### src/rtl/mem_stage_pkg.sv
// -----------------------------------------------------------------------------
// mem_stage_pkg
// Shared definitions for the MIPS memory-access stage:
//   - bit offsets of the packed EX/MEM (139-bit) and MEM/WB (38-bit) buses
//   - MemToReg select encodings
//   - memory-stage FSM state encoding
//   - helper to pack a MEM/WB word
// -----------------------------------------------------------------------------
package mem_stage_pkg;

    localparam int EXM_W          = 139;
    localparam int MWB_W          = 38;
    localparam int DATA_W         = 32;

    // EX/MEM field offsets
    localparam int EXM_WDATA_LSB  = 0;
    localparam int EXM_ALU_LSB    = 32;
    localparam int EXM_RD_LSB     = 64;
    localparam int EXM_MEMREAD    = 69;
    localparam int EXM_MEMWRITE   = 70;
    localparam int EXM_REGWRITE   = 71;
    localparam int EXM_MTR_LSB    = 72;
    localparam int EXM_PC4_LSB    = 74;
    localparam int EXM_LUDATA_LSB = 106;
    localparam int EXM_LUOP       = 138;

    // MEM/WB field offsets
    localparam int MWB_DATA_LSB   = 0;
    localparam int MWB_RD_LSB     = 32;
    localparam int MWB_REGWRITE   = 37;

    // MemToReg encodings; the fourth code writes zero
    localparam logic [1:0] MTR_ALU  = 2'd0;
    localparam logic [1:0] MTR_MEM  = 2'd1;
    localparam logic [1:0] MTR_PC4  = 2'd2;
    localparam logic [1:0] MTR_ZERO = 2'd3;

    typedef enum logic {
        ST_IDLE = 1'b0,
        ST_WAIT = 1'b1
    } mem_state_t;

    function automatic logic [MWB_W-1:0] pack_mem_wb(
        input logic              reg_write,
        input logic [4:0]        dest,
        input logic [DATA_W-1:0] data
    );
        return {reg_write, dest, data};
    endfunction

endpackage

### src/rtl/mem_wb_select.sv
// -----------------------------------------------------------------------------
// mem_wb_select
// Combinational write-back value mux. LUOp has priority over MemToReg.
// Ports:
//   lu_op       in   1   select lu_data unconditionally
//   mem_to_reg  in   2   00 ALU, 01 memory, 10 PC+4, 11 zero
//   alu_result  in  32   ALU result
//   mem_rdata   in  32   load data from memory
//   pc_plus4    in  32   return address
//   lu_data     in  32   upper-immediate data
//   wb_data     out 32   selected write-back value
// -----------------------------------------------------------------------------
module mem_wb_select
    import mem_stage_pkg::*;
(
    input  logic              lu_op,
    input  logic [1:0]        mem_to_reg,
    input  logic [DATA_W-1:0] alu_result,
    input  logic [DATA_W-1:0] mem_rdata,
    input  logic [DATA_W-1:0] pc_plus4,
    input  logic [DATA_W-1:0] lu_data,
    output logic [DATA_W-1:0] wb_data
);

    always_comb begin
        wb_data = '0;
        if (lu_op) begin
            wb_data = lu_data;
        end else begin
            unique case (mem_to_reg)
                MTR_ALU:  wb_data = alu_result;
                MTR_MEM:  wb_data = mem_rdata;
                MTR_PC4:  wb_data = pc_plus4;
                MTR_ZERO: wb_data = '0;
                default:  wb_data = '0;
            endcase
        end
    end

endmodule

### src/rtl/mem_stage.sv
// -----------------------------------------------------------------------------
// mem_stage
// Memory-access stage of the 5-stage MIPS pipeline. Issues data-memory loads
// and stores over a req/ack handshake, stalls upstream while the memory is
// busy, abandons accesses that exceed TIMEOUT wait cycles, drops misaligned
// accesses, and registers the MEM/WB bus.
// Ports:
//   clk         in   1    pipeline clock
//   reset       in   1    synchronous active-high reset
//   EX_MEM      in  139   EX/MEM bus
//   dmem_req    out  1    memory request
//   dmem_we     out  1    1 = store, 0 = load
//   dmem_addr   out 32    byte address
//   dmem_wdata  out 32    store data
//   dmem_ack    in   1    memory completes the request this cycle
//   dmem_rdata  in  32    load data, valid with dmem_ack
//   mem_stall   out  1    freezes PC, IF/ID, ID/EX and EX/MEM
//   align_err   out  1    pulse: misaligned access dropped
//   bus_err     out  1    pulse: access timed out
//   MEM_WB      out 38    {RegWrite, dest, data}
// -----------------------------------------------------------------------------
module mem_stage
    import mem_stage_pkg::*;
#(
    parameter int TIMEOUT = 16,
    parameter int CNT_W   = 5
) (
    input  logic              clk,
    input  logic              reset,
    input  logic [EXM_W-1:0]  EX_MEM,
    output logic              dmem_req,
    output logic              dmem_we,
    output logic [DATA_W-1:0] dmem_addr,
    output logic [DATA_W-1:0] dmem_wdata,
    input  logic              dmem_ack,
    input  logic [DATA_W-1:0] dmem_rdata,
    output logic              mem_stall,
    output logic              align_err,
    output logic              bus_err,
    output logic [MWB_W-1:0]  MEM_WB
);

    // Field extraction
    logic [DATA_W-1:0] store_data;
    logic [DATA_W-1:0] alu_result;
    logic [4:0]        dest;
    logic              mem_read;
    logic              mem_write;
    logic              reg_write;
    logic [1:0]        mem_to_reg;
    logic [DATA_W-1:0] pc_plus4;
    logic [DATA_W-1:0] lu_data;
    logic              lu_op;

    assign store_data = EX_MEM[EXM_WDATA_LSB  +: DATA_W];
    assign alu_result = EX_MEM[EXM_ALU_LSB    +: DATA_W];
    assign dest       = EX_MEM[EXM_RD_LSB     +: 5];
    assign mem_read   = EX_MEM[EXM_MEMREAD];
    assign mem_write  = EX_MEM[EXM_MEMWRITE];
    assign reg_write  = EX_MEM[EXM_REGWRITE];
    assign mem_to_reg = EX_MEM[EXM_MTR_LSB    +: 2];
    assign pc_plus4   = EX_MEM[EXM_PC4_LSB    +: DATA_W];
    assign lu_data    = EX_MEM[EXM_LUDATA_LSB +: DATA_W];
    assign lu_op      = EX_MEM[EXM_LUOP];

    logic memop;
    assign memop = mem_read | mem_write;

    // A set MemWrite wins when both access bits are present
    assign dmem_we    = mem_write;
    assign dmem_addr  = alu_result;
    assign dmem_wdata = store_data;

    logic [DATA_W-1:0] wb_data;

    mem_wb_select u_sel (
        .lu_op      (lu_op),
        .mem_to_reg (mem_to_reg),
        .alu_result (alu_result),
        .mem_rdata  (dmem_rdata),
        .pc_plus4   (pc_plus4),
        .lu_data    (lu_data),
        .wb_data    (wb_data)
    );

    mem_state_t        state, state_next;
    logic [CNT_W-1:0]  cnt, cnt_next;
    logic              timeout_hit;
    logic              misaligned;
    logic              capture;
    logic              wb_reg_write;
    logic [MWB_W-1:0]  mem_wb_p1;

    // Stores never write the register file; $zero is never written
    assign wb_reg_write = reg_write & (dest != 5'd0) & ~mem_write;

    always_comb begin
        state_next  = state;
        cnt_next    = cnt;
        timeout_hit = 1'b0;
        misaligned  = 1'b0;
        dmem_req    = 1'b0;
        mem_stall   = 1'b0;
        capture     = 1'b0;

        unique case (state)
            ST_IDLE: begin
                misaligned = memop & (alu_result[1:0] != 2'b00);
                dmem_req   = ~reset & memop & ~misaligned;
                if (dmem_req && !dmem_ack) begin
                    state_next = ST_WAIT;
                    cnt_next   = CNT_W'(1);
                end
            end
            ST_WAIT: begin
                timeout_hit = ~dmem_ack & (cnt == CNT_W'(TIMEOUT));
                // Request is withdrawn in the timeout cycle and in reset
                dmem_req    = ~reset & ~timeout_hit;
                if (dmem_ack || timeout_hit) begin
                    state_next = ST_IDLE;
                    cnt_next   = '0;
                end else begin
                    cnt_next   = cnt + CNT_W'(1);
                end
            end
            default: begin
                state_next = ST_IDLE;
                cnt_next   = '0;
            end
        endcase

        mem_stall = dmem_req & ~dmem_ack & ~timeout_hit;
        // Stalled, timed-out and misaligned cycles all load a bubble
        capture   = ~mem_stall & ~timeout_hit & ~misaligned;
    end

    // Stage boundary: MEM -> WB register and control state
    always_ff @(posedge clk) begin
        if (reset) begin
            state     <= ST_IDLE;
            cnt       <= '0;
            align_err <= 1'b0;
            bus_err   <= 1'b0;
            mem_wb_p1 <= '0;
        end else begin
            state     <= state_next;
            cnt       <= cnt_next;
            align_err <= misaligned;
            bus_err   <= timeout_hit;
            mem_wb_p1 <= capture ? pack_mem_wb(wb_reg_write, dest, wb_data) : '0;
        end
    end

    assign MEM_WB = mem_wb_p1;

endmodule

### config.mk
export PLATFORM = sky130hd
export DESIGN_NAME = mem_stage
export DESIGN_NICKNAME = d
export VERILOG_FILES = /design/src/rtl/mem_stage_pkg.sv /design/src/rtl/mem_wb_select.sv /design/src/rtl/mem_stage.sv
export SDC_FILE = /design/constraint.sdc
export NUM_CORES = 1
export LEC_CHECK = 0
export ABC_AREA = 1
export CELL_PAD_IN_SITES_DETAIL_PLACEMENT = 0
export CELL_PAD_IN_SITES_GLOBAL_PLACEMENT = 1
export CORE_MARGIN = 4
export CORE_UTILIZATION = 17
export CTS_BUF_LIST = sky130_fd_sc_hd__clkbuf_4 sky130_fd_sc_hd__clkbuf_8
export DETAILED_ROUTE_END_ITERATION = 8
export GPL_ROUTABILITY_DRIVEN = 0
export PLACE_DENSITY = 0.86
export SLEW_MARGIN = 10
export SYNTH_ARGS = -nofsm -noshare
export SYNTH_HDL_FRONTEND = slang
export SYNTH_SLANG_ARGS = --single-unit
export TNS_END_PERCENT = 5
### constraint.sdc
create_clock -name clk -period 1.3 [get_ports clk]
set_input_delay 0.26 -clock clk [delete_from_list [all_inputs] [get_ports clk]]
set_output_delay 0.26 -clock clk [all_outputs]
set_load 0.02 [all_outputs]
==> results.txt, run 1 <==
----------------------------------------------------
[Logic synthesis]
  Count of cell types in the netlist ... 23
  Combinational family with the most area after synthesis ... simple AND/OR/NAND/NOR gates
  Sequential cell area fraction in the yosys report ... 0.326
  Adder and majority gate portion of the synthesized area ... 0.00885
  Synth Area in Simple Gates ... 0.298
  Netlist area before placement ... 0.00283 mm²
  Number of flip-flops and latches in the synthesized netlist ... 46
  Yosys Warn Count ... 0
  Synthesized netlist cell count ... 402
  Synthesized Nets ... 578
  Multiplexer area fraction after synthesis ... 0
  Average size of a mapped cell ... 7.04 µm²
  Post-synthesis xor/xnor area fraction ... 0.00619
  Synth Area in Compound Gates ... 0.122

[Floorplanning]
  Die area ... 0.0188 mm²
  Overall die height ... approximately 140 µm
  Number of placement rows ... 46
  IO Pins ... 281
  Placeable core region ... 0.0161 mm²
  Width of the chip ... ~140 µm
  Initial standard-cell utilization of the core ... 0.176

[CTS]
  Clk Latency, worst-skew pair ... approximately 0.31 ns
  Number of clock buffers inserted by TritonCTS ... 5
  Number of levels in the clock H-tree ... 2
  Maximum buffer depth of the clock tree ... 2
  Buffer cell driving the clock tree root ... sky130_fd_sc_hd__clkbuf_8
  CTS sink count ... 46
  TritonCTS clock tree ... built
  Register clock-pin slew on the reported worst setup and hold paths ... around 0.1 ns
  Count of hold buffers inserted by post-cts repair ... 0

[Timing]
  Setup Viol. Count Final ... between 40 and 50
  Final max-slew violation count ... 0
  Maximum clock rate ... 585 MHz
  Final critical path time including I/O delays and setup ... 1.71 ns
  Final hold viol count ... 0
  Share of the clock period used by the worst path after layout ... 1.31
  Setup slack of the critical path after layout ... -0.408 ns
  Headroom to the max-slew limit ... 0.840
  Unrepaired setup endpoints after global routing ... yes
  Total Neg Setup Slack ... -6.67 ns
  Actual slew at the worst max-slew pin ... 0.238 ns
  Clock skew after layout ... 0.00667 ns

[Placement]
  Quantity of I/O buffers inserted on ports ... roughly 220
  Post-Place Worst Slack ... -0.953 ns
  Detailed Place HPWL ... 9910 µm

[Final layout]
  Area added between synthesis and finish ... 86.9%
  Leading cell type in the layout, fill and taps excluded ... sky130_fd_sc_hd__clkdlybuf4s50_1
  Ratio of cells with drive above 1 in the final layout ... 0.260
  Most frequent cells in the layout ... 138 x sky130_fd_sc_hd__clkdlybuf4s50_1, 70 x sky130_fd_sc_hd__nand3_1, 60 x sky130_fd_sc_hd__buf_4
  Total area of multi-input combinational cells ... 0.00130 mm²
  Final-stage net count ... 778
  Storage element area ... roughly 920 µm²
  Number of filler instances in the final layout ... 1734
  ANT cells ... 0

[Setup path]
  Crit-path max cell delay ... roughly 0.5 ns
  CP Cell Sequence ... clkdlybuf4s50_1 > nor2_2 > nand3_2 > nand2_1 > nand3_4 > inv_2 > buf_6
  Worst path slowest cell ... sky130_fd_sc_hd__clkdlybuf4s50_1
  Gate family responsible for the most delay along the worst path ... buffers and inverters
  CP Data Arrival Time ... between 1 and 1.5 ns
  Category of the most critical setup path ... in -> out
  Required time of the critical path ... 1.04 ns
  Crit end category ... output port
  Combined buffer and inverter count along the critical path ... 3
  Worst-path fanout max ... 3
  Critical path launch point type ... input port

[Drt]
  Post-DR wirelength/cell ... 15.0 µm
  Detailed-routing iteration count for the pre-antenna-repair pass ... 5
  Average via count per standard cell ... 4.10
  Routed wire length ... between 10000 and 15000 µm
  Via count of the routed design ... about 3400
  Detail Route Antenna Nets ... 0
  Drt initial violations ... 62
  Number of remaining DRC errors ... 0

[Global route]
  Number of antenna violations at the first check in global routing ... 0
  Global Route Usage Sum ... 0.121
  Maximum number of pins on one net before global-route repair ... 21
  Global-route congestion overflow total ... 0
  Via count of the first global-routing pass ... around 3300
  Wire length of the first global-routing pass ... 17300 µm

[Pwr]
  Peak ir drop on the vdd network ... around 0.59 mV
  Static Leak ... 2.28 nW
  Power Density ... approximately 760 mW/mm²

[Status]
  Run status ... finished with violations
  Violations in the final reports ... negative setup slack

[Run]
  Reported max-cap violation count ... 0

[Worst hold path]
  Class of the worst hold path ... in -> reg

----------------------------------------------------
-- cell usage after synthesis --
master	count	share of area
sky130_fd_sc_hd__a21oi_1	36	0.064
sky130_fd_sc_hd__and2_1	1	0.0022
sky130_fd_sc_hd__buf_1	2	0.0027
sky130_fd_sc_hd__buf_2	8	0.014
sky130_fd_sc_hd__buf_4	65	0.17
sky130_fd_sc_hd__buf_6	3	0.012
sky130_fd_sc_hd__clkbuf_1	10	0.013
sky130_fd_sc_hd__dfxtp_1	46	0.33
sky130_fd_sc_hd__ha_1	2	0.0088
sky130_fd_sc_hd__inv_1	17	0.023
sky130_fd_sc_hd__inv_2	2	0.0027
sky130_fd_sc_hd__nand2_1	45	0.060
sky130_fd_sc_hd__nand2_2	3	0.0066
sky130_fd_sc_hd__nand3_1	73	0.13
sky130_fd_sc_hd__nand3_2	1	0.0035
sky130_fd_sc_hd__nand4_1	2	0.0044
sky130_fd_sc_hd__nor2_1	25	0.033
sky130_fd_sc_hd__nor2_2	24	0.053
sky130_fd_sc_hd__nor2_4	1	0.0040
sky130_fd_sc_hd__nor3_1	1	0.0018
sky130_fd_sc_hd__o21ai_0	14	0.025
sky130_fd_sc_hd__o21ai_1	19	0.034
sky130_fd_sc_hd__xnor2_1	2	0.0062
-- state kept, by name, summed over array words and instances, names as in the netlist --
register	count
align_err	1
cnt	5
state	1
bus_err	1
MEM_WB	38
-- kinds of logic (layout without fill, tap and decap cells) --
| logic type | after synthesis | count (layout) |
|---|---|---|
| and+or+nand+nor | 176 | 176 |
| buffers and inverters | 107 | 308 |
| AOI/OAI and AO/OA | 69 | 69 |
| DFF | 46 | 46 |
| adders and majority gates | 2 | 2 |
| xor gates and xnor gates | 2 | 2 |
-- routing by layer --
| layer | vias to the layer above | global-route usage | part of all wire |
|---|---|---|---|
| met4 | 0 | 0.0394 | 0.025 |
| met3 | 34 | 0.0415 | 0.12 |
| met5 | - | 0 | 0 |
| li1 | 1658 | - | - |
| met2 | 151 | 0.216 | 0.47 |
| met1 | 1514 | 0.134 | 0.38 |
-- worst paths after layout --
path | from | to | slack [ns] | cells past startpoint
setup / recovery | dmem_ack | mem_stall | -0.41 | 7
hold / removal | EX_MEM[65] | MEM_WB[33] | 0.48 | 3
setup reg to reg | cnt[0] | cnt[0] | -0.34 | 14
hold reg to reg | cnt[3] | bus_err | 0.59 | 3
-- worst min-delay path, stage by stage --
cell	delay, ns
sky130_fd_sc_hd__clkdlybuf4s50_1	0.39
sky130_fd_sc_hd__inv_1	0.07
sky130_fd_sc_hd__nor2_1	0.04
-- final cells by class --
cell class | instances | area share
Tap cell | 216 | 0.0511
Inverter | 19 | 0.0135
Timing Repair Buffer | 281 | 0.494
Sequential cell | 46 | 0.175
Clock buffer | 5 | 0.0130
Multi-Input combinational cell | 249 | 0.246
Clock inverter | 3 | 0.00828
-- power by group --
part	switching (mW)	internal, mW
Clock	0.583	0.578
Sequential	0.0172	1.48
Combinational	0.633	0.746
Total	1.23	2.81
-- stage by stage --
step	cell area (µm²)	hold slack (ns)	power, mW	util	instances
after global routing	5290	0.471	4.27	0.328	819
after global placement	5180	0.520	2.98	0.321	804
after CTS	5330	0.457	4.13	0.331	819
final	5290	0.484	4.04	0.328	819
after detailed placement	5180	0.520	2.98	0.321	804
after floorplan	2840	0.322	2.26	-	402
-- what timing repair did --
action / in CTS / in global routing
resized for setup: 170 / 19
endpoints found under the setup margin: 113 / 59
buffers inserted: 7 / 0
pin swaps: 4 / 3
(Power assumes the default switching activity.)
==> run 2, diff against run 1 <==
ABC_AREA = 0   (was 1)
CORE_UTILIZATION = 19   (was 17)
==> run 2 against run 1 <==
- clock-buffer cell count grew 1
- utilization grew 3.8 points
- fmax shrank 8.3%
- register-to-register slack gained 0.22 ns
- clock power shrank 17%
- worst hold slack lost 0.068 ns
- first-iteration DRC count grew to 2.5 times the previous value
- global-route usage grew 1.7 points
- critical path depth shrank 2
- via count shrank 6.2%
- the flow still finishes with violations (negative setup slack)
- largest cell class unchanged
==> results.txt, run 2 <==
----------------------------------------------------
[Status]
  Run status ... finished with violations
  Violations in the final reports ... negative setup slack

[Final layout]
  Flip-flop count of the largest register, all copies and words added ... 38
  Leading cell type in the layout, fill and taps excluded ... sky130_fd_sc_hd__clkdlybuf4s50_1
  Final-stage net count ... 672
  Ratio of cells with drive above 1 in the final layout ... 0.356
  ANT cells ... 0
  Most frequent cells in the layout ... 134 x sky130_fd_sc_hd__clkdlybuf4s50_1, 43 x sky130_fd_sc_hd__dfxtp_1, 39 x sky130_fd_sc_hd__dlygate4sd2_1
  Number of non-filler instances in the completed layout ... 708
  Final Instance Area ... 0.00565 mm²
  Area added between synthesis and finish ... 86.0%

[Global route]
  Global-route congestion overflow total ... 0
  Met2 Track Usage GR ... 0.261
  Wire length of the first global-routing pass ... 19100 µm
  GR Layer Usage met3 ... 0.0416
  Number of antenna violations at the first check in global routing ... 0
  Global-route track usage on met1 ... 0.144
  Via count of the first global-routing pass ... about 3400
  Maximum number of pins on one net before global-route repair ... 33
  Global Route Usage Sum ... 0.138
  Most Crowded Layer GR ... met2

[Worst hold path]
  Class of the worst hold path ... in -> reg

[Floorplanning]
  IO Pins ... 281
  Overall die height ... about 130 µm
  Die area ... between 0.015 and 0.02 mm²
  Initial standard-cell utilization of the core ... 0.197
  Number of placement rows ... 45
  Width of the chip ... 134 µm
  Placeable core region ... around 0.015 mm²

[Setup path]
  Worst path slowest cell ... sky130_fd_sc_hd__dfxtp_2
  Worst R2R Start ... state
  Required time of the critical path ... ~1.0 ns
  Critical path launch point type ... flop
  Last element of the critical path ... mem_stall
  CP Data Arrival Time ... 1.60 ns
  Worst-case register-to-register setup slack ... -0.12 ns
  Crit end category ... output port
  Crit-path max cell delay ... 0.35 ns
  CP Cell Sequence ... inv_2 > ha_4 > and4bb_4 > a2111oi_4 > buf_4
  Critical Path Source ... cnt[0]
  Reg2reg end ... cnt[2]
  Depth of the worst register-to-register path ... 4
  Worst-path fanout max ... 4
  Category of the most critical setup path ... reg -> out

[Logic synthesis]
  Count of cell types in the netlist ... 38
  Number of enable-type register cells in the synthesized netlist ... 0
  Synthesized netlist cell count ... 316
  Netlist area before placement ... 0.00304 mm²
  Number of flip-flops and latches in the synthesized netlist ... 46
  Most instantiated library cell after synthesis ... sky130_fd_sc_hd__buf_4
  Synthesized Nets ... 492
  Adder and majority gate portion of the synthesized area ... 0.00824
  Yosys Warn Count ... 0
  Dominant register cell in the synthesized netlist ... sky130_fd_sc_hd__dfxtp_1
  Post-synthesis xor/xnor area fraction ... 0
  Top post-synthesis cells by area ... sky130_fd_sc_hd__dfxtp_1 30%, sky130_fd_sc_hd__buf_4 17%, sky130_fd_sc_hd__mux2_2 12%
  Sequential cell area fraction in the yosys report ... 0.303
  Multiplexer area fraction after synthesis ... 0.119
  Ranking of synthesized cells by instance count ... 68 x sky130_fd_sc_hd__buf_4, 46 x sky130_fd_sc_hd__dfxtp_1, 37 x sky130_fd_sc_hd__inv_1
  Average size of a mapped cell ... 9.61 µm²
  Synth top area share ... 0.303
  Synth Area in Simple Gates ... 0.0667
  Post-synth top area cell ... sky130_fd_sc_hd__dfxtp_1
  Synth Area in Compound Gates ... 0.248
  Proportion of synthesized flip-flops having asynchronous set or reset ... 0
  Combinational family with the most area after synthesis ... buffers and inverters

[Timing]
  Final max-slew violation count ... 0
  Final critical path time including I/O delays and setup ... 1.86 ns
  Final hold viol count ... 0
  Setup slack of the critical path after layout ... -0.563 ns
  Total Neg Setup Slack ... -3.06 ns
  Unrepaired setup endpoints after global routing ... yes
  Maximum clock rate ... 537 MHz
  Setup Viol. Count Final ... 35
  Clock skew after layout ... 0.00758 ns
  Actual slew at the worst max-slew pin ... 0.500 ns
  Headroom to the max-slew limit ... 0.666
  Share of the clock period used by the worst path after layout ... 1.43

[CTS]
  Number of levels in the clock H-tree ... 2
  Number of clock buffers inserted by TritonCTS ... 5
  TritonCTS clock tree ... built
  CTS sink count ... 46
  Clk Latency, worst-skew pair ... slightly above 0.3 ns
  Count of hold buffers inserted by post-cts repair ... 0
  Buffer cell driving the clock tree root ... sky130_fd_sc_hd__clkbuf_8
  Register clock-pin slew on the reported worst setup and hold paths ... 0.10 ns
  Maximum buffer depth of the clock tree ... 2

[Pwr]
  Pint ... around 2.7 mW
  Switch Pwr ... 1.24 mW
  Share of total power in combinational logic ... 0.380
  Peak ir drop on the vdd network ... 0.453 mV
  Power Density ... approximately 700 mW/mm²
  Static Leak ... ~2.3 nW
  Total Power ... 3.95 mW
  Clock network power share ... 0.244
  Sequential cell fraction of total power ... 0.376
  Proportion of total power due to net switching ... 0.315

[Drt]
  Average via count per standard cell ... 4.45
  Detail Route Antenna Nets ... 0
  Post-DR wirelength/cell ... 18.5 µm
  Detailed-routing iteration count for the pre-antenna-repair pass ... 4
  Routed wire length ... between 10000 and 15000 µm
  Drt initial violations ... 155
  Via count of the routed design ... 3149
  Number of remaining DRC errors ... 0

[Run]
  Reported max-cap violation count ... 0

[Placement]
  Post-Place Worst Slack ... -1.01 ns
  Total instance count after detailed placement ... 690
  Detailed Place HPWL ... 10000 µm
  Cell area after placement ... 0.00525 mm²
  Quantity of I/O buffers inserted on ports ... 216

----------------------------------------------------
[run 2: cell count changes after synthesis, sizes merged, moves of 7 or more]
cell,change
nand3,-72
nand2,-48
nor2,-46
a21oi,-35
a2111oi,+34
a221oi,+32
mux2,+32
o21ai,-32
inv,+18
nor3b,+7
[run 2: kinds of logic (layout without fill, tap and decap cells)]
group | after synthesis | after routing
mux | 32 | 32
fa+ha+maj | 2 | 2
flops | 46 | 46
buf+inv | 130 | 309
compound gates | 77 | 79
simple gates | 29 | 29
[run 2: worst max-delay path, delay by kind of cell, from the launching register on]
| family | cells | cell delay [ns] |
|---|---|---|
| flip-flops | 1 | 0.35 |
| AO/OA/AOI/OAI | 1 | 0.31 |
| buffers and inverters | 2 | 0.25 |
| AND/OR/NAND/NOR | 1 | 0.23 |
| adder cells (fa/ha/maj) | 1 | 0.15 |
[run 2: routing by layer]
layer | wire length (µm) | vias to the layer above
met5 | 0 | -
met4 | 291 | 0
met3 | 1140 | 40
met2 | 6820 | 183
met1 | 4810 | 1446
li1 | - | 1480
[run 2: worst min-delay path by stage]
stage / endpoint / slack (ns) / cells past startpoint / from
after global routing: MEM_WB[4] / 0.45 / 3 / reset
after detailed placement: dmem_wdata[11] / 0.52 / 0 / EX_MEM[11]
after global placement: dmem_wdata[11] / 0.52 / 0 / EX_MEM[11]
final: align_err / 0.42 / 3 / EX_MEM[69]
after floorplan: state / 0.35 / 1 / dmem_ack
after CTS: align_err / 0.39 / 3 / EX_MEM[69]
[run 2: layout make-up]
type | count | area (µm²)
sequential | 46 | 927
inverter | 37 | 141
tap | 211 | 264
multi-input combinational | 142 | 1650
timing repair buffer | 264 | 2580
fill | 1564 | 9780
clock buffer | 6 | 76.3
clock inverter | 2 | 13.8
[run 2: stage by stage]
stage,utilization,hold slack [ns]
final,0.366,0.416
after global placement,0.340,0.520
after detailed placement,0.340,0.520
after floorplan,-,0.350
after global routing,0.366,0.447
after CTS,0.359,0.391
[run 2: repair_timing]
item | CTS | global route
endpoints found under the setup margin | 117 | 62
buffers inserted | 3 | 5
pin swaps | 10 | 4
gates cloned | 2 | 0
gates resized for setup | 182 | 41
[run 2: power by group through the flow]
stage | Clock (mW) | Sequential, mW | Combinational (mW)
3_3_place_gp | 0 | 1.52 | 1.38
3_5_place_dp | 0 | 1.52 | 1.40
2_1_floorplan | 0 | 1.59 | 0.684
4_1_cts | 1.04 | 1.49 | 1.46
6_report | 0.963 | 1.49 | 1.50
5_1_grt | 1.07 | 1.49 | 1.60
==> run 3, diff against run 2 <==
CAP_MARGIN = 20   (was unset)
CTS_BUF_LIST = sky130_fd_sc_hd__clkbuf_16   (was sky130_fd_sc_hd__clkbuf_4 sky130_fd_sc_hd__clkbuf_8)
==> run 3 against run 2 <==
- the flow still finishes with violations (negative setup slack)
- sequential cell count did not move
- first-iteration DRC count fell by 28%
- clock skew fell by 0.0029 ns
- utilization fell by 0.80 points
- clock-buffer cell count fell by 1
- sequential power barely moved
- clock power rose by 35%
- combinational power fell by 5%
- critical endpoint unchanged
- largest power group is now sequential cells
==> results.txt, run 3 (synthesis results as in run 2) <==
----------------------------------------------------
[Status]
  Run status ... finished with violations
  Violations in the final reports ... negative setup slack

[Drt]
  Routed wire length ... approximately 13000 µm
  Detail Route Antenna Nets ... 0
  Average via count per standard cell ... 4.40
  Detailed-routing iteration count for the pre-antenna-repair pass ... 4
  Drt initial violations ... 112
  Number of remaining DRC errors ... 0
  Post-DR wirelength/cell ... 18.3 µm
  Via count of the routed design ... slightly above 3000

[Setup path]
  CP Cell Sequence ... inv_2 > ha_4 > and4bb_4 > a2111oi_4 > buf_4
  Required time of the critical path ... 1.04 ns
  CP Data Arrival Time ... 1.54 ns
  Critical path launch point type ... flop
  Gate family responsible for the most delay along the worst path ... flip-flops
  Combined buffer and inverter count along the critical path ... 2
  Crit end category ... output port
  Worst path slowest cell ... sky130_fd_sc_hd__dfxtp_2
  Worst-path fanout max ... 4
  Category of the most critical setup path ... reg -> out
  Crit-path max cell delay ... 0.34 ns

[Final layout]
  ANT cells ... 0
  Number of filler instances in the final layout ... 1588
  Area added between synthesis and finish ... 81.9%
  Most frequent cells in the layout ... 134 x sky130_fd_sc_hd__clkdlybuf4s50_1, 47 x sky130_fd_sc_hd__dlygate4sd2_1, 43 x sky130_fd_sc_hd__dfxtp_1
  Final-stage net count ... about 670
  Storage element area ... 925 µm²
  Total area of multi-input combinational cells ... 0.00158 mm²
  Ratio of cells with drive above 1 in the final layout ... 0.321
  Leading cell type in the layout, fill and taps excluded ... sky130_fd_sc_hd__clkdlybuf4s50_1
  Flip-flop count of the largest register, all copies and words added ... 38

[Placement]
  Quantity of I/O buffers inserted on ports ... between 200 and 250
  Detailed Place HPWL ... 10000 µm
  Post-Place Worst Slack ... -1.01 ns

[Global route]
  Wire length of the first global-routing pass ... 19100 µm
  Number of antenna violations at the first check in global routing ... 0
  Via count of the first global-routing pass ... 3414
  Global Route Usage Sum ... 0.137
  Maximum number of pins on one net before global-route repair ... 33
  Global-route congestion overflow total ... 0

[Timing]
  Headroom to the max-slew limit ... 0.568
  Setup Viol. Count Final ... 44
  Total Neg Setup Slack ... -4.57 ns
  Share of the clock period used by the worst path after layout ... 1.38
  Final max-slew violation count ... 0
  Clock skew after layout ... 0.00467 ns
  Final critical path time including I/O delays and setup ... 1.80 ns
  Actual slew at the worst max-slew pin ... around 0.65 ns
  Unrepaired setup endpoints after global routing ... yes
  Final hold viol count ... 0
  Setup slack of the critical path after layout ... -0.500 ns
  Maximum clock rate ... 555 MHz

[Pwr]
  Peak ir drop on the vdd network ... 0.498 mV
  Power Density ... 762 mW/mm²
  Static Leak ... 2.27 nW

[CTS]
  TritonCTS clock tree ... built
  Clk Latency, worst-skew pair ... 0.29 ns
  Number of levels in the clock H-tree ... 2
  CTS sink count ... 46
  Maximum buffer depth of the clock tree ... 2
  Register clock-pin slew on the reported worst setup and hold paths ... 0.07 ns
  Buffer cell driving the clock tree root ... sky130_fd_sc_hd__clkbuf_16
  Count of hold buffers inserted by post-cts repair ... 0
  Number of clock buffers inserted by TritonCTS ... 5

[Floorplanning]
  Overall die height ... between 100 and 150 µm
  Initial standard-cell utilization of the core ... 0.197
  Number of placement rows ... 45
  Width of the chip ... 134 µm
  IO Pins ... 281
  Die area ... 0.0181 mm²
  Placeable core region ... 0.0154 mm²

[Run]
  Reported max-cap violation count ... 0

[Worst hold path]
  Class of the worst hold path ... in -> reg

----------------------------------------------------
## run 3: layer usage
metal	track usage	part of all wire	routed length, µm
met2	0.260	0.53	6820
met4	0.0492	0.022	289
met1	0.141	0.36	4600
met3	0.0431	0.091	1170
met5	0	0	0
## run 3: power breakdown
group | leakage [nW] | internal, mW | switching (mW)
combinational | 1.81 | 0.791 | 0.635
sequential | 0.377 | 1.47 | 0.0174
clock | 0.0750 | 0.707 | 0.590
total | 2.27 | 2.97 | 1.24
## run 3: final cells by class
class | count | area share
inverter | 37 | 0.0256
multi-input combinational | 142 | 0.285
tap | 211 | 0.0478
timing repair buffer | 259 | 0.448
clock inverter | 3 | 0.00317
clock buffer | 5 | 0.0227
sequential | 46 | 0.167
## run 3: per-stage QoR
step | hold slack (ns) | area, µm² | power (mW) | instances | utilization
6_report | 0.442 | 5520 | 4.21 | 703 | 0.358
5_1_grt | 0.463 | 5520 | 4.43 | 703 | 0.358
4_1_cts | 0.428 | 5560 | 4.31 | 703 | 0.360
3_5_place_dp | 0.520 | 5250 | 2.92 | 690 | 0.340
3_3_place_gp | 0.520 | 5250 | 2.90 | 690 | 0.340
2_1_floorplan | 0.350 | 3090 | 2.28 | 316 | -
## run 3: worst reg2reg max path, stage by stage, from the launching register on
cell                      delay, ns
sky130_fd_sc_hd__dfxtp_2       0.40
sky130_fd_sc_hd__buf_6         0.18
sky130_fd_sc_hd__or3b_4        0.44
sky130_fd_sc_hd__nor4b_2       0.23
sky130_fd_sc_hd__a211o_1       0.13
## run 3: timing repair
action / in CTS / in global routing
cloned: 2 / 0
endpoints found under the setup margin: 117 / 56
pin swaps: 4 / 2
resized for setup: 176 / 21
setup buffers: 3 / 0
## run 3: final timing paths
check | start | end | slack, ns | cells past startpoint
max reg2reg | state | cnt[2] | -0.12 | 4
min | EX_MEM[69] | align_err | 0.44 | 3
max | cnt[0] | mem_stall | -0.50 | 5
min reg2reg | cnt[3] | cnt[3] | 0.59 | 2
==> RTL edit: new RTL, config.mk and constraints of run 3 <==
The package constant `EXM_LUDATA_LSB` goes from 106 to 53.
--- a/src/rtl/mem_stage_pkg.sv
+++ b/src/rtl/mem_stage_pkg.sv
@@ -21,7 +21,7 @@
     localparam int EXM_REGWRITE   = 71;
     localparam int EXM_MTR_LSB    = 72;
     localparam int EXM_PC4_LSB    = 74;
-    localparam int EXM_LUDATA_LSB = 106;
+    localparam int EXM_LUDATA_LSB = 53;
     localparam int EXM_LUOP       = 138;
 
     // MEM/WB field offsets
Function: changed (Yosys sat finds a counterexample within 4 cycles, from zero or initial values and one cycle with reset high).
==> RTL edit against run 3 <==
The flow still finishes with violations (setup timing); wire length fell by 6.7%; power grew 1.2%; critical endpoint unchanged; design area fell by 2.0%; via count decreased by 2.6%; count of clock-buffer cells in the layout stayed put; synthesized area is 0.25% lower; utilization shrank 0.73 points; non-clock buffer count fell by 22; clock skew grew 0.0037 ns; sequential cell count stayed put; setup slack gained 0.011 ns.
==> RTL edit: results (changes against run 3) <==
metric,value,unit,change
yosysSeqAreaShare,30.4,%,+0.075 points
crit_fanout,3,,-1
yosysUniqueCellTypes,42,,+11%
track_usage,11.7,%,-2.0 points
min_to,MEM_WB[20],,
rr_endpoint,MEM_WB[36],,
synth_cells,317,,+0.32%
violations,setup timing,,
grt_first_pass_wirelength,16600,µm,-13%
viasPerCell,4.43,,+0.71%
n_fill_cell,1556,,-2.0%
r2r_setup_slack,-0.25,ns,-0.13 ns
synthTopCellsByCount,"71 x buf_4, 46 x dfxtp_1, 35 x inv_1",,
routed_wl,12000,µm,-6.7%
drt_iter0_drc,109,,-2.7%
hold_start,EX_MEM[138],,
fin_nets,644,,-3.4%
status,finished with violations,,
grt_pass1_vias,3032,,-11%
max_slew_margin,65.2,%,+8.5 points
ir_worst_vdd,0.422,mV,-15%
setup-violations-final,44,,unchanged
grt_max_degree,48,,+45%
port_buffers,184,,-15%
synth_fp_nets,493,,+0.20%
layout_setup_ws,-0.489,ns,+0.0115 ns
[RTL edit: area by class of cell]
class	count	area share [%]
Multi-Input combinational cell	143	29.2
Inverter	35	2.43
Tap cell	211	4.88
Timing Repair Buffer	237	43.6
Clock buffer	5	2.31
Sequential cell	46	17.1
Clock inverter	3	0.439
[RTL edit: timing repair]
action                     4_1_cts  5_1_grt
pin swaps                        2        3
hold buffers                     0        0
resized for setup              160       55
gates cloned                     2        2
setup endpoints to repair      118       53
buffers inserted                 2        5
[RTL edit: metal layers]
layer | vias to the layer above | track usage (%) | part of all wire [%]
li1 | 1428 | - | -
met1 | 1423 | 12.8 | 39
met2 | 130 | 21.6 | 52
met3 | 32 | 2.66 | 7.1
met4 | 0 | 4.98 | 2.2
met5 | - | 0 | 0
[RTL edit: through the flow]
stage               area, µm²  hold slack (ns)
floorplan                3090            0.350
global placement         4970            0.520
detailed placement       4970            0.520
CTS                      5180            0.315
global route             5410            0.357
finish                   5410            0.322
[RTL edit: logic make-up (layout without fill, tap and decap cells)]
logic type	count (synthesis)	count (layout)	synth area share [%]
buffers and inverters	128	280	25.4
AOI/OAI and AO/OA	79	79	25.2
DFF	46	46	30.4
muxes	31	31	11.5
and+or+nand+nor	31	31	6.73
adders and majority gates	2	2	0.826
[RTL edit: how the worst max path moves through the flow]
stage,depth (start not counted),slack [ns],end
2_1_floorplan,4,-0.14,mem_stall
3_3_place_gp,5,-1.00,dmem_req
3_5_place_dp,5,-1.00,dmem_req
4_1_cts,5,-0.51,mem_stall
5_1_grt,5,-0.56,mem_stall
6_report,5,-0.49,mem_stall
[RTL edit: worst reg2reg max path: cells and delay by family (launching register included)]
family	cells	cell delay, ns
buf+inv	4	0.56
compound gates	2	0.45
flops	1	0.37
simple gates	1	0.04
[RTL edit: where the power goes]
| group | total [W] | switching (W) | internal (W) |
|---|---|---|---|
| combinational | 0.00143 | 0.000659 | 0.000776 |
| clock | 0.00134 | 0.000621 | 0.000721 |
| sequential | 0.00148 | 0.0000161 | 0.00147 |
